==> src/rtl/ps2_pkg.sv <==
// Shared scancode constants, key indices and receiver state type for the PS/2 key decoder.
package ps2_pkg;

  localparam logic [7:0] SC_EXT   = 8'hE0;
  localparam logic [7:0] SC_BRK   = 8'hF0;
  localparam logic [7:0] SC_W     = 8'h1D;
  localparam logic [7:0] SC_S     = 8'h1B;
  localparam logic [7:0] SC_A     = 8'h1C;
  localparam logic [7:0] SC_D     = 8'h23;
  localparam logic [7:0] SC_UP    = 8'h75;
  localparam logic [7:0] SC_DOWN  = 8'h72;
  localparam logic [7:0] SC_LEFT  = 8'h6B;
  localparam logic [7:0] SC_RIGHT = 8'h74;

  typedef enum logic [2:0] {
    K_J1_UP, K_J1_DOWN, K_J1_LEFT, K_J1_RIGHT,
    K_J2_UP, K_J2_DOWN, K_J2_LEFT, K_J2_RIGHT
  } key_e;

  typedef enum logic [1:0] {IDLE, DATA, PARITY, STOP} rx_state_e;

  typedef struct packed {
    logic hit;
    key_e key;
  } key_hit_t;

  // The extended flag is part of the key: keypad codes and E0-prefixed WASD never match.
  function automatic key_hit_t key_lookup(input logic ext, input logic [7:0] code);
    key_hit_t r;
    r.hit = 1'b1;
    r.key = K_J1_UP;
    case ({ext, code})
      {1'b0, SC_W}:     r.key = K_J1_UP;
      {1'b0, SC_S}:     r.key = K_J1_DOWN;
      {1'b0, SC_A}:     r.key = K_J1_LEFT;
      {1'b0, SC_D}:     r.key = K_J1_RIGHT;
      {1'b1, SC_UP}:    r.key = K_J2_UP;
      {1'b1, SC_DOWN}:  r.key = K_J2_DOWN;
      {1'b1, SC_LEFT}:  r.key = K_J2_LEFT;
      {1'b1, SC_RIGHT}: r.key = K_J2_RIGHT;
      default:          r.hit = 1'b0;
    endcase
    return r;
  endfunction

endpackage

==> src/rtl/ps2_rx.sv <==
// PS/2 frame receiver: input synchronizers, clock glitch filter, falling-edge strobe,
// 11-bit frame FSM with odd-parity/stop checks and a partial-frame timeout.
module ps2_rx import ps2_pkg::*; #(
  parameter int unsigned TIMEOUT_CYCLES = 100000,
  parameter int unsigned FILTER_LEN     = 4
) (
  input  logic       clk,
  input  logic       reset_n,
  input  logic       ps2_clk,
  input  logic       ps2_data,
  output logic [7:0] rx_byte,
  output logic       rx_valid,
  output logic       rx_error
);

  localparam int unsigned FW = $clog2(FILTER_LEN + 1);
  localparam int unsigned TW = $clog2(TIMEOUT_CYCLES + 1);

  logic [1:0]    clk_sync_q, data_sync_q;
  logic          clk_s, data_s;
  logic          filt_q, filt_prev_q;
  logic [FW-1:0] filt_cnt_q;
  logic          strobe;

  always_ff @(posedge clk or negedge reset_n) begin
    if (!reset_n) begin
      clk_sync_q  <= 2'b11;
      data_sync_q <= 2'b11;
    end else begin
      clk_sync_q  <= {clk_sync_q[0], ps2_clk};
      data_sync_q <= {data_sync_q[0], ps2_data};
    end
  end

  assign clk_s  = clk_sync_q[1];
  assign data_s = data_sync_q[1];

  // Filtered clock flips only after FILTER_LEN consecutive samples disagree with it.
  always_ff @(posedge clk or negedge reset_n) begin
    if (!reset_n) begin
      filt_q      <= 1'b1;
      filt_prev_q <= 1'b1;
      filt_cnt_q  <= '0;
    end else begin
      filt_prev_q <= filt_q;
      if (clk_s == filt_q) begin
        filt_cnt_q <= '0;
      end else if (filt_cnt_q == FW'(FILTER_LEN - 1)) begin
        filt_q     <= clk_s;
        filt_cnt_q <= '0;
      end else begin
        filt_cnt_q <= filt_cnt_q + 1'b1;
      end
    end
  end

  assign strobe = filt_prev_q & ~filt_q;

  rx_state_e     state_q;
  logic [2:0]    bitcnt_q;
  logic [7:0]    shift_q;
  logic          parity_q;
  logic [TW-1:0] tcnt_q;

  always_ff @(posedge clk or negedge reset_n) begin
    if (!reset_n) begin
      state_q  <= IDLE;
      bitcnt_q <= '0;
      shift_q  <= '0;
      parity_q <= 1'b0;
      tcnt_q   <= '0;
      rx_byte  <= '0;
      rx_valid <= 1'b0;
      rx_error <= 1'b0;
    end else begin
      rx_valid <= 1'b0;
      rx_error <= 1'b0;
      if (strobe) begin
        tcnt_q <= '0;
        case (state_q)
          IDLE: begin
            if (!data_s) begin
              state_q  <= DATA;
              bitcnt_q <= '0;
            end
          end
          DATA: begin
            shift_q  <= {data_s, shift_q[7:1]};
            bitcnt_q <= bitcnt_q + 1'b1;
            if (bitcnt_q == 3'd7) state_q <= PARITY;
          end
          PARITY: begin
            parity_q <= data_s;
            state_q  <= STOP;
          end
          STOP: begin
            if (data_s && (^{shift_q, parity_q})) begin
              rx_byte  <= shift_q;
              rx_valid <= 1'b1;
            end else begin
              rx_error <= 1'b1;
            end
            state_q <= IDLE;
          end
          default: state_q <= IDLE;
        endcase
      end else if (state_q == IDLE) begin
        tcnt_q <= '0;
      end else if (tcnt_q == TW'(TIMEOUT_CYCLES - 1)) begin
        state_q  <= IDLE;
        tcnt_q   <= '0;
        rx_error <= 1'b1;
      end else begin
        tcnt_q <= tcnt_q + 1'b1;
      end
    end
  end

endmodule

==> src/rtl/ps2_keys_decoder.sv <==
// PS/2 set-2 key decoder: tracks E0/F0 prefixes and holds one level bit per player key.
module ps2_keys_decoder import ps2_pkg::*; #(
  parameter int unsigned TIMEOUT_CYCLES = 100000,
  parameter int unsigned FILTER_LEN     = 4
) (
  input  logic       clk,
  input  logic       reset_n,
  input  logic       ps2_clk,
  input  logic       ps2_data,
  output logic       j1_up,
  output logic       j1_down,
  output logic       j1_left,
  output logic       j1_right,
  output logic       j2_up,
  output logic       j2_down,
  output logic       j2_left,
  output logic       j2_right,
  output logic [7:0] rx_byte,
  output logic       rx_valid,
  output logic       rx_error
);

  logic       ext_q, brk_q;
  logic [7:0] keys_q;
  key_hit_t   lk;

  ps2_rx #(
    .TIMEOUT_CYCLES(TIMEOUT_CYCLES),
    .FILTER_LEN    (FILTER_LEN)
  ) u_rx (
    .clk     (clk),
    .reset_n (reset_n),
    .ps2_clk (ps2_clk),
    .ps2_data(ps2_data),
    .rx_byte (rx_byte),
    .rx_valid(rx_valid),
    .rx_error(rx_error)
  );

  assign lk = key_lookup(ext_q, rx_byte);

  // Prefix flags OR-accumulate so F0 E0 xx behaves like E0 F0 xx.
  always_ff @(posedge clk or negedge reset_n) begin
    if (!reset_n) begin
      ext_q  <= 1'b0;
      brk_q  <= 1'b0;
      keys_q <= '0;
    end else if (rx_error) begin
      ext_q <= 1'b0;
      brk_q <= 1'b0;
    end else if (rx_valid) begin
      if (rx_byte == SC_EXT) begin
        ext_q <= 1'b1;
      end else if (rx_byte == SC_BRK) begin
        brk_q <= 1'b1;
      end else begin
        if (lk.hit) keys_q[lk.key] <= ~brk_q;
        ext_q <= 1'b0;
        brk_q <= 1'b0;
      end
    end
  end

  assign j1_up    = keys_q[K_J1_UP];
  assign j1_down  = keys_q[K_J1_DOWN];
  assign j1_left  = keys_q[K_J1_LEFT];
  assign j1_right = keys_q[K_J1_RIGHT];
  assign j2_up    = keys_q[K_J2_UP];
  assign j2_down  = keys_q[K_J2_DOWN];
  assign j2_left  = keys_q[K_J2_LEFT];
  assign j2_right = keys_q[K_J2_RIGHT];

endmodule

==> config.mk <==
export PLATFORM = sky130hd
export DESIGN_NAME = ps2_keys_decoder
export DESIGN_NICKNAME = d
export VERILOG_FILES = /design/src/rtl/ps2_pkg.sv /design/src/rtl/ps2_rx.sv /design/src/rtl/ps2_keys_decoder.sv
export SDC_FILE = /design/constraint.sdc
export NUM_CORES = 1
export LEC_CHECK = 0
export CORE_UTILIZATION = 40
export DETAILED_ROUTE_END_ITERATION = 7
export PLACE_DENSITY_LB_ADDON = 0.12
export SLEW_MARGIN = 15
export SYNTH_ARGS = -nofsm -noshare
export SYNTH_HDL_FRONTEND = slang
export SYNTH_SLANG_ARGS = --single-unit
==> constraint.sdc <==
create_clock -name clk -period 2.2 [get_ports clk]
set_clock_uncertainty 0.2 [all_clocks]
set_input_delay 0.55 -clock clk [delete_from_list [all_inputs] [get_ports clk]]
set_output_delay 0.55 -clock clk [all_outputs]
set_load 0.01 [all_outputs]
==> summary.txt, run 1 <==
Logic synthesis
  – Most numerous cell in the Yosys netlist: dfrtp_1
  – Synth Register Bits: 60
  – Fraction of registers with async set/reset: 1.00
  – Synthesized instance count: 273
  – Post-synth top area share: 0.456
  – Post-synth EDFFs: 0
  – Synth top cells by count: dfrtp_1, nor2_1, nand2_1
  – Post-synth net total: ~290
  – Dominant synthesized flop cell: dfrtp_1
  – Yosys warnings: 0
  – Sequential fraction of the synthesis area: 0.509
  – Cell Area, Synth: 2960 um^2
  – Yosys top cell by area: dfrtp_1
  – Syn_area_per_cell: between 10 and 15 um^2
  – Yosys cell types: 50
  – Synth area leaders: dfrtp_1, mux2_2, dfstp_2, xnor2_1, ha_1

Job
  – Max-Cap Viols: 0

Hold path
  – Hold path start: u_rx.data_sync_q[0]$_DFF_PN1_
  – Hold depth: 0
  – Worst hold path endpoint: u_rx.data_sync_q[1]$_DFF_PN1_
  – Worst Hold Class: reg -> reg

Power
  – P per Cell Area: 1090 nW/um^2
  – Leakage: between 1.5 and 2 nW
  – VDD IR max: 419 uV

STA
  – Actual slew at the worst max-slew pin: 423 ps
  – Tmin final: between 2000 and 2500 ps
  – Slew headroom: 0.715
  – Max-slew violations: 0
  – Sum of negative setup slack: 0 ps
  – RSZ-0062 raised after global routing: false
  – Final setup fails: 0
  – Fin crit share: 0.973
  – Max Freq: 0.467 GHz
  – Final number of hold-violating endpoints: 0

Global routing
  – Global-route wire length before repair: 9320 um
  – Total GRT Usage: 0.161
  – Most used routing layer: met2
  – Largest net degree at the start of global routing: 24
  – Total gr overflow: 0
  – GRT met3 Usage: 0.0462
  – Initial antenna violation count: 0
  – Met1 Use GR: 0.219
  – GR Layer Usage met2: 0.230
  – Vias in the first global route: ~2000

Worst setup path
  – FF-to-FF path depth: 5
  – CP Capture Type: output pin
  – Slowest library cell on the worst path: clkdlybuf4s50_1
  – Worst r2r src: u_rx.shift_q[1]$_DFFE_PN0P_
  – Critical path class: reg -> out
  – Internal reg-to-reg setup slack: 90 ps
  – Critical path required time: 1450 ps
  – Buf+Inv Stages, Crit Path: 2
  – Max incr delay on CP: between 500 and 600 ps
  – Worst path cell trace: buf_4 > clkdlybuf4s50_1
  – Worst-path maximum fanout: 4
  – Top delay family on crit path: buffers and inverters
  – Reg2reg end: u_rx.rx_byte[4]$_DFFE_PN0P_
  – WP data arrival: about 1400 ps
  – Critical path startpoint category: register

Placed design
  – Routability cong.: 0.860
  – Post-place instance area: 3360 um^2
  – HPWL Detailed: 3910 um
  – Number of port buffers: 21

Die
  – Row count: 31
  – Die area: a little under 8000 um^2
  – Core ar.: about 7200 um^2
  – Number of I/O pins: 22
  – Starting Density: 0.411
  – Die Y: 88.1 um
  – Die W: 88.1 um

Routing
  – Drc violations: 0
  – First-pass iteration count of the detailed router: 4
  – Final wirelength: 5520 um
  – Initial DRC count: 94
  – Vias: between 2000 and 2500
  – Via/cell ratio: just over 5
  – Post-route ant nets: 0
  – Avg WL per Cell: 13.3 um

Cells and area
  – Ant diodes: 0
  – Share of layout cells above drive strength 1: 0.196
  – Post-layout instance area: 3580 um^2
  – Layout area overhead: 20.7%
  – Nets: 323

CTS
  – TritonCTS clock tree: done
  – H-tree depth: 3
  – Total CTS buffers: 9
  – CTS max path bufs: 2
  – Clock Latency Late Sink: 340 ps
  – Clock-pin transition on the worst setup and hold timing paths: 70 ps
  – CTS Root Cell: clkbuf_8
  – # clock sinks: 60

Run status
  – Outcome: finished, final reports clean
==> per-layer routing <==
layer / vias to the layer above / routed length, um / share of wire
met5: - / 0 / 0
met4: 0 / 156 / 0.028
met3: 15 / 216 / 0.039
met2: 38 / 2370 / 0.43
met1: 1016 / 2780 / 0.50
li1: 1038 / - / -
==> final cells by class <==
cell class / count / area (um^2)
sequential: 60 / 1510
multi-input combinational: 190 / 1370
inverter: 14 / 52.6
clock inverter: 7 / 58.8
clock buffer: 9 / 124
fill: 686 / 3640
tap: 99 / 124
timing repair buffer: 36 / 335
==> registers in the layout, summed over array words and instances (netlist names) <==
register / count
keys_q: 8
brk_q: 1
u_rx.tcnt_q: 17
u_rx.bitcnt_q: 3
u_rx.shift_q: 8
u_rx.rx_valid: 1
u_rx.filt_prev_q: 1
ext_q: 1
u_rx.clk_sync_q: 2
u_rx.rx_byte: 8
u_rx.parity_q: 1
u_rx.filt_cnt_q: 3
u_rx.filt_q: 1
u_rx.rx_error: 1
u_rx.data_sync_q: 2
u_rx.state_q: 2
==> what timing repair did <==
item / in CTS / in global routing
hold buffers: 1 / 0
endpoints found under the hold margin: 13 / 0
resized for setup: 0 / 6
pin swaps: 0 / 1
setup endpoints to repair: 1 / 14
setup buffers: 1 / 1
==> placed cells by master (no fill, tap or decap), types with 2 or more instances in the layout <==
cell / synthesis / routed
a211o_1: 2 / 2
a21oi_1: 6 / 6
a22o_1: 2 / 2
and2_1: 2 / 2
and3_1: 5 / 5
buf_4: 0 / 13
clkbuf_8: 0 / 9
clkdlybuf4s50_1: 0 / 19
clkinv_4: 0 / 2
clkinvlp_4: 0 / 2
dfrtp_1: 54 / 52
dfrtp_2: 0 / 2
dfstp_2: 6 / 6
ha_1: 8 / 8
inv_1: 14 / 14
inv_6: 0 / 3
mux2_2: 17 / 17
mux2i_1: 5 / 5
nand2_1: 18 / 18
nand2b_1: 2 / 2
nand3_1: 12 / 12
nand3b_1: 5 / 5
nand4_1: 5 / 5
nor2_1: 23 / 23
nor2b_1: 3 / 3
nor3_1: 8 / 8
nor3b_1: 5 / 5
nor4bb_1: 2 / 2
o211ai_1: 3 / 3
o21ai_0: 10 / 10
o31ai_1: 3 / 2
o32ai_1: 2 / 2
or3_1: 2 / 2
xnor2_1: 12 / 12
xor2_1: 10 / 10
==> where the power goes <==
part	total, mW	switching [mW]	internal (mW)
Sequential	1.57	0.227	1.34
Clock	0.899	0.477	0.423
Combinational	1.42	0.691	0.732
==> stage by stage <==
step	hold slack, ps	cells	setup WS, ps	util	total power, mW
6_report	157	415	59.7	0.496	3.89
5_1_grt	167	415	3.27	0.496	4.18
4_1_cts	159	414	0.930	0.493	3.95
3_5_place_dp	148	396	59.8	0.465	3.02
3_3_place_gp	146	396	84.3	0.465	2.99
2_1_floorplan	54.4	273	90.2	-	2.58
==> cells by family after synthesis <==
| family | count (synthesis) | synth area share |
|---|---|---|
| AOI/OAI and AO/OA | 36 | 0.0824 |
| and+or+nand+nor | 100 | 0.185 |
| adders and majority gates | 8 | 0.0338 |
| DFF | 60 | 0.509 |
| muxes | 22 | 0.0815 |
| buffers and inverters | 23 | 0.0304 |
| xor gates and xnor gates | 24 | 0.0781 |
==> how the worst max path moves through the flow <==
| stage | from | endpoint | slack [ps] | cells past startpoint |
|---|---|---|---|---|
| global placement | u_rx.shift_q[1]$_DFFE_PN0P_ | u_rx.rx_byte[0]$_DFFE_PN0P_ | 80 | 5 |
| CTS | u_rx.rx_byte[1]$_DFFE_PN0P_ | rx_byte[1] | 0.9 | 2 |
| finish | u_rx.rx_byte[1]$_DFFE_PN0P_ | rx_byte[1] | 60 | 2 |
| detailed placement | u_rx.shift_q[1]$_DFFE_PN0P_ | u_rx.rx_byte[3]$_DFFE_PN0P_ | 60 | 5 |
| global route | u_rx.rx_byte[1]$_DFFE_PN0P_ | rx_byte[1] | 3 | 2 |
| floorplan | u_rx.rx_byte[3]$_DFFE_PN0P_ | keys_q[3]$_DFFE_PN0P_ | 90 | 7 |
No activity file was read; power rests on OpenSTA's default activity.
==> run 2, diff against run 1 <==
--- a/config.mk
+++ b/config.mk
@@ -5,6 +5,7 @@
 export SDC_FILE = /design/constraint.sdc
 export NUM_CORES = 1
 export LEC_CHECK = 0
+export ABC_AREA = 1
 export CORE_UTILIZATION = 40
 export DETAILED_ROUTE_END_ITERATION = 7
 export PLACE_DENSITY_LB_ADDON = 0.12
==> run 2 against run 1 <==
Compared with the run above: hold slack worse by 150 ps; critical path depth decreased by 1; sequential share of layout area is 2.3 points lower; final cell count increased by 26%; clock power grew 21%; utilization down 0.86 points; critical path type unchanged.
==> summary.txt, run 2 <==
Run status
  – Outcome: finished, final reports clean

Global routing
  – Largest net degree at the start of global routing: 61
  – Global-route wire length before repair: 11400 um
  – Total gr overflow: 0
  – Vias in the first global route: 2537
  – Initial antenna violation count: 0
  – Total GRT Usage: 0.171

Placed design
  – HPWL Detailed: 4450 um
  – Dpl ws: 360 ps
  – Number of port buffers: 21
  – Routability cong.: 0.845

Worst setup path
  – CP Capture Type: output pin
  – Critical path startpoint category: register
  – Critical path class: reg -> out
  – Worst-path maximum fanout: 7
  – Buf+Inv Stages, Crit Path: 1
  – Worst path cell trace: clkdlybuf4s50_1
  – Top delay family on crit path: buffers and inverters
  – Slowest library cell on the worst path: clkdlybuf4s50_1
  – WP data arrival: 1370 ps
  – Critical path required time: 1450 ps
  – Max incr delay on CP: 590 ps

Routing
  – Drc violations: 0
  – Vias: 2530
  – First-pass iteration count of the detailed router: 4
  – Final wirelength: 6330 um
  – Avg WL per Cell: between 10 and 15 um
  – Post-route ant nets: 0
  – Via/cell ratio: 4.85
  – Initial DRC count: 93

Power
  – Power Internal: 2.06 mW
  – Leakage: 1.73 nW
  – VDD IR max: 358 uV
  – Register share of total power: 0.443
  – P per Cell Area: between 700 and 800 nW/um^2
  – Clk pwr share: 0.372
  – Sw frac: 0.294
  – NetSw: 0.859 mW
  – Logic gate share of total power: 0.185

Cells and area
  – Most common cell after layout, fill and taps aside: nand2_1
  – Nets: 427
  – Filler cell count: 785
  – Share of layout cells above drive strength 1: 0.145
  – Max reg flops: 17
  – Layout area overhead: 17.5%
  – Util after Layout: 0.487
  – Most frequent cells in the layout: nand2_1, dfrtp_1, inv_1, nor2_1, nand3_1
  – Ant diodes: 0
  – Reg with most FFs: u_rx.tcnt_q

Die
  – Core ar.: 7770 um^2
  – Die W: 91.7 um
  – Die area: ~8400 um^2
  – Number of I/O pins: 22
  – Row count: 32
  – Starting Density: 0.415
  – Die Y: roughly 90 um

STA
  – Slew headroom: 0.676
  – Max-slew violations: 0
  – Worst Hold Slack: 6.76 ps
  – Post-route setup slack: about 83 ps
  – Final setup fails: 0
  – Sum of negative setup slack: 0 ps
  – Fin crit share: 0.962
  – Max Freq: 0.472 GHz
  – RSZ-0062 raised after global routing: false
  – Tmin final: 2120 ps
  – Actual slew at the worst max-slew pin: 482 ps
  – Final number of hold-violating endpoints: 0

CTS
  – CTS max path bufs: 2
  – CTS Root Cell: clkbuf_8
  – Total CTS buffers: 9
  – Setup Fix Bufs, Post-CTS: 0
  – TritonCTS clock tree: done
  – # clock sinks: 60
  – Clock-pin transition on the worst setup and hold timing paths: 70 ps
  – CTS Hold Bufs: 0
  – Clock Latency Late Sink: 330 ps
  – H-tree depth: 3

Logic synthesis
  – Post-synth EDFFs: 0
  – Sequential fraction of the synthesis area: 0.469
  – Post-synth net total: just under 400
  – Yosys cell types: 40
  – Syn_area_per_cell: around 8.4 um^2
  – Cell Area, Synth: 3220 um^2
  – Yosys warnings: 0
  – Synth top cells by count: nand2_1, dfrtp_1, inv_1
  – Synthesized instance count: 384
  – Post-synth top area share: 0.420
  – Most numerous cell in the Yosys netlist: nand2_1
  – Dominant synthesized flop cell: dfrtp_1
  – Fraction of registers with async set/reset: 1.00
  – Synth area leaders: dfrtp_1, nand2_1, dfstp_2, inv_1, nor2_1
  – Synth Register Bits: 60
  – Yosys top cell by area: dfrtp_1

Job
  – Max-Cap Viols: 0

Hold path
  – Worst Hold Class: in -> async
[run 2: cell types whose count changed after synthesis, moves of 5 or more]
cell     change
nor2_2       +7
nor2_1      +15
nor2_4       +6
o21ai_0      +5
nand3_1     +12
mux2_2      -16
mux2i_1      -5
nand2_1     +75
nand4_1     +13
inv_1       +28
[run 2: logic make-up after synthesis]
family          after synthesis  synth area share
simple gates                222             0.344
mux                           1           0.00350
buf+inv                      51            0.0653
xor+xnor                     14            0.0381
fa+ha+maj                     8            0.0311
compound gates               28            0.0497
flops                        60             0.469
[run 2: path summary, 6_finish.rpt]
kind,from,slack [ps],cells past startpoint,end
worst max-delay path,u_rx.rx_byte[6]$_DFFE_PN0P_,80,1,rx_byte[6]
worst min-delay path,reset_n,7,2,u_rx.rx_byte[0]$_DFFE_PN0P_
worst max register to register,u_rx.tcnt_q[0]$_DFF_PN0_,380,7,u_rx.tcnt_q[14]$_DFF_PN0_
worst min register to register,u_rx.clk_sync_q[0]$_DFF_PN1_,150,0,u_rx.clk_sync_q[1]$_DFF_PN1_
max in group asynchronous,reset_n,1450,2,u_rx.clk_sync_q[0]$_DFF_PN1_
min in group clk,u_rx.clk_sync_q[0]$_DFF_PN1_,150,0,u_rx.clk_sync_q[1]$_DFF_PN1_
[run 2: power groups by stage]
stage	registers (mW)	logic [mW]	clock network [mW]
after floorplan	1.29	0.424	0
after global placement	1.31	0.540	0
after detailed placement	1.32	0.549	0
after CTS	1.30	0.553	1.12
after global routing	1.31	0.629	1.17
final	1.30	0.540	1.09
[run 2: per-stage QoR]
stage | instance area (um^2) | total power [mW] | std cells
2_1_floorplan | 3220 | 1.71 | 384
3_3_place_gp | 3560 | 1.85 | 506
3_5_place_dp | 3560 | 1.86 | 506
4_1_cts | 3780 | 2.97 | 522
5_1_grt | 3780 | 3.11 | 522
6_report | 3780 | 2.92 | 522
[run 2: repair_timing]
action | in CTS | in global routing
endpoints found under the hold margin | 0 | 0
gates resized for setup | 1 | 1
endpoints found under the setup margin | 1 | 1
pin swaps | 0 | 0
[run 2: cell type report]
class	instances	area (um^2)	share of cell area
clock buffers	11	141	0.0374
clock inverters	5	75.1	0.0198
inverters	45	171	0.0453
multi-input cells	273	1500	0.397
flip-flops and latches	60	1510	0.399
well taps	102	128	0.0337
repair buffers	26	255	0.0675
[run 2: metal layers]
layer	part of all wire	track usage
met1	0.48	0.219
met2	0.48	0.283
met3	0.025	0.0290
met4	0.015	0.0807
met5	0	0
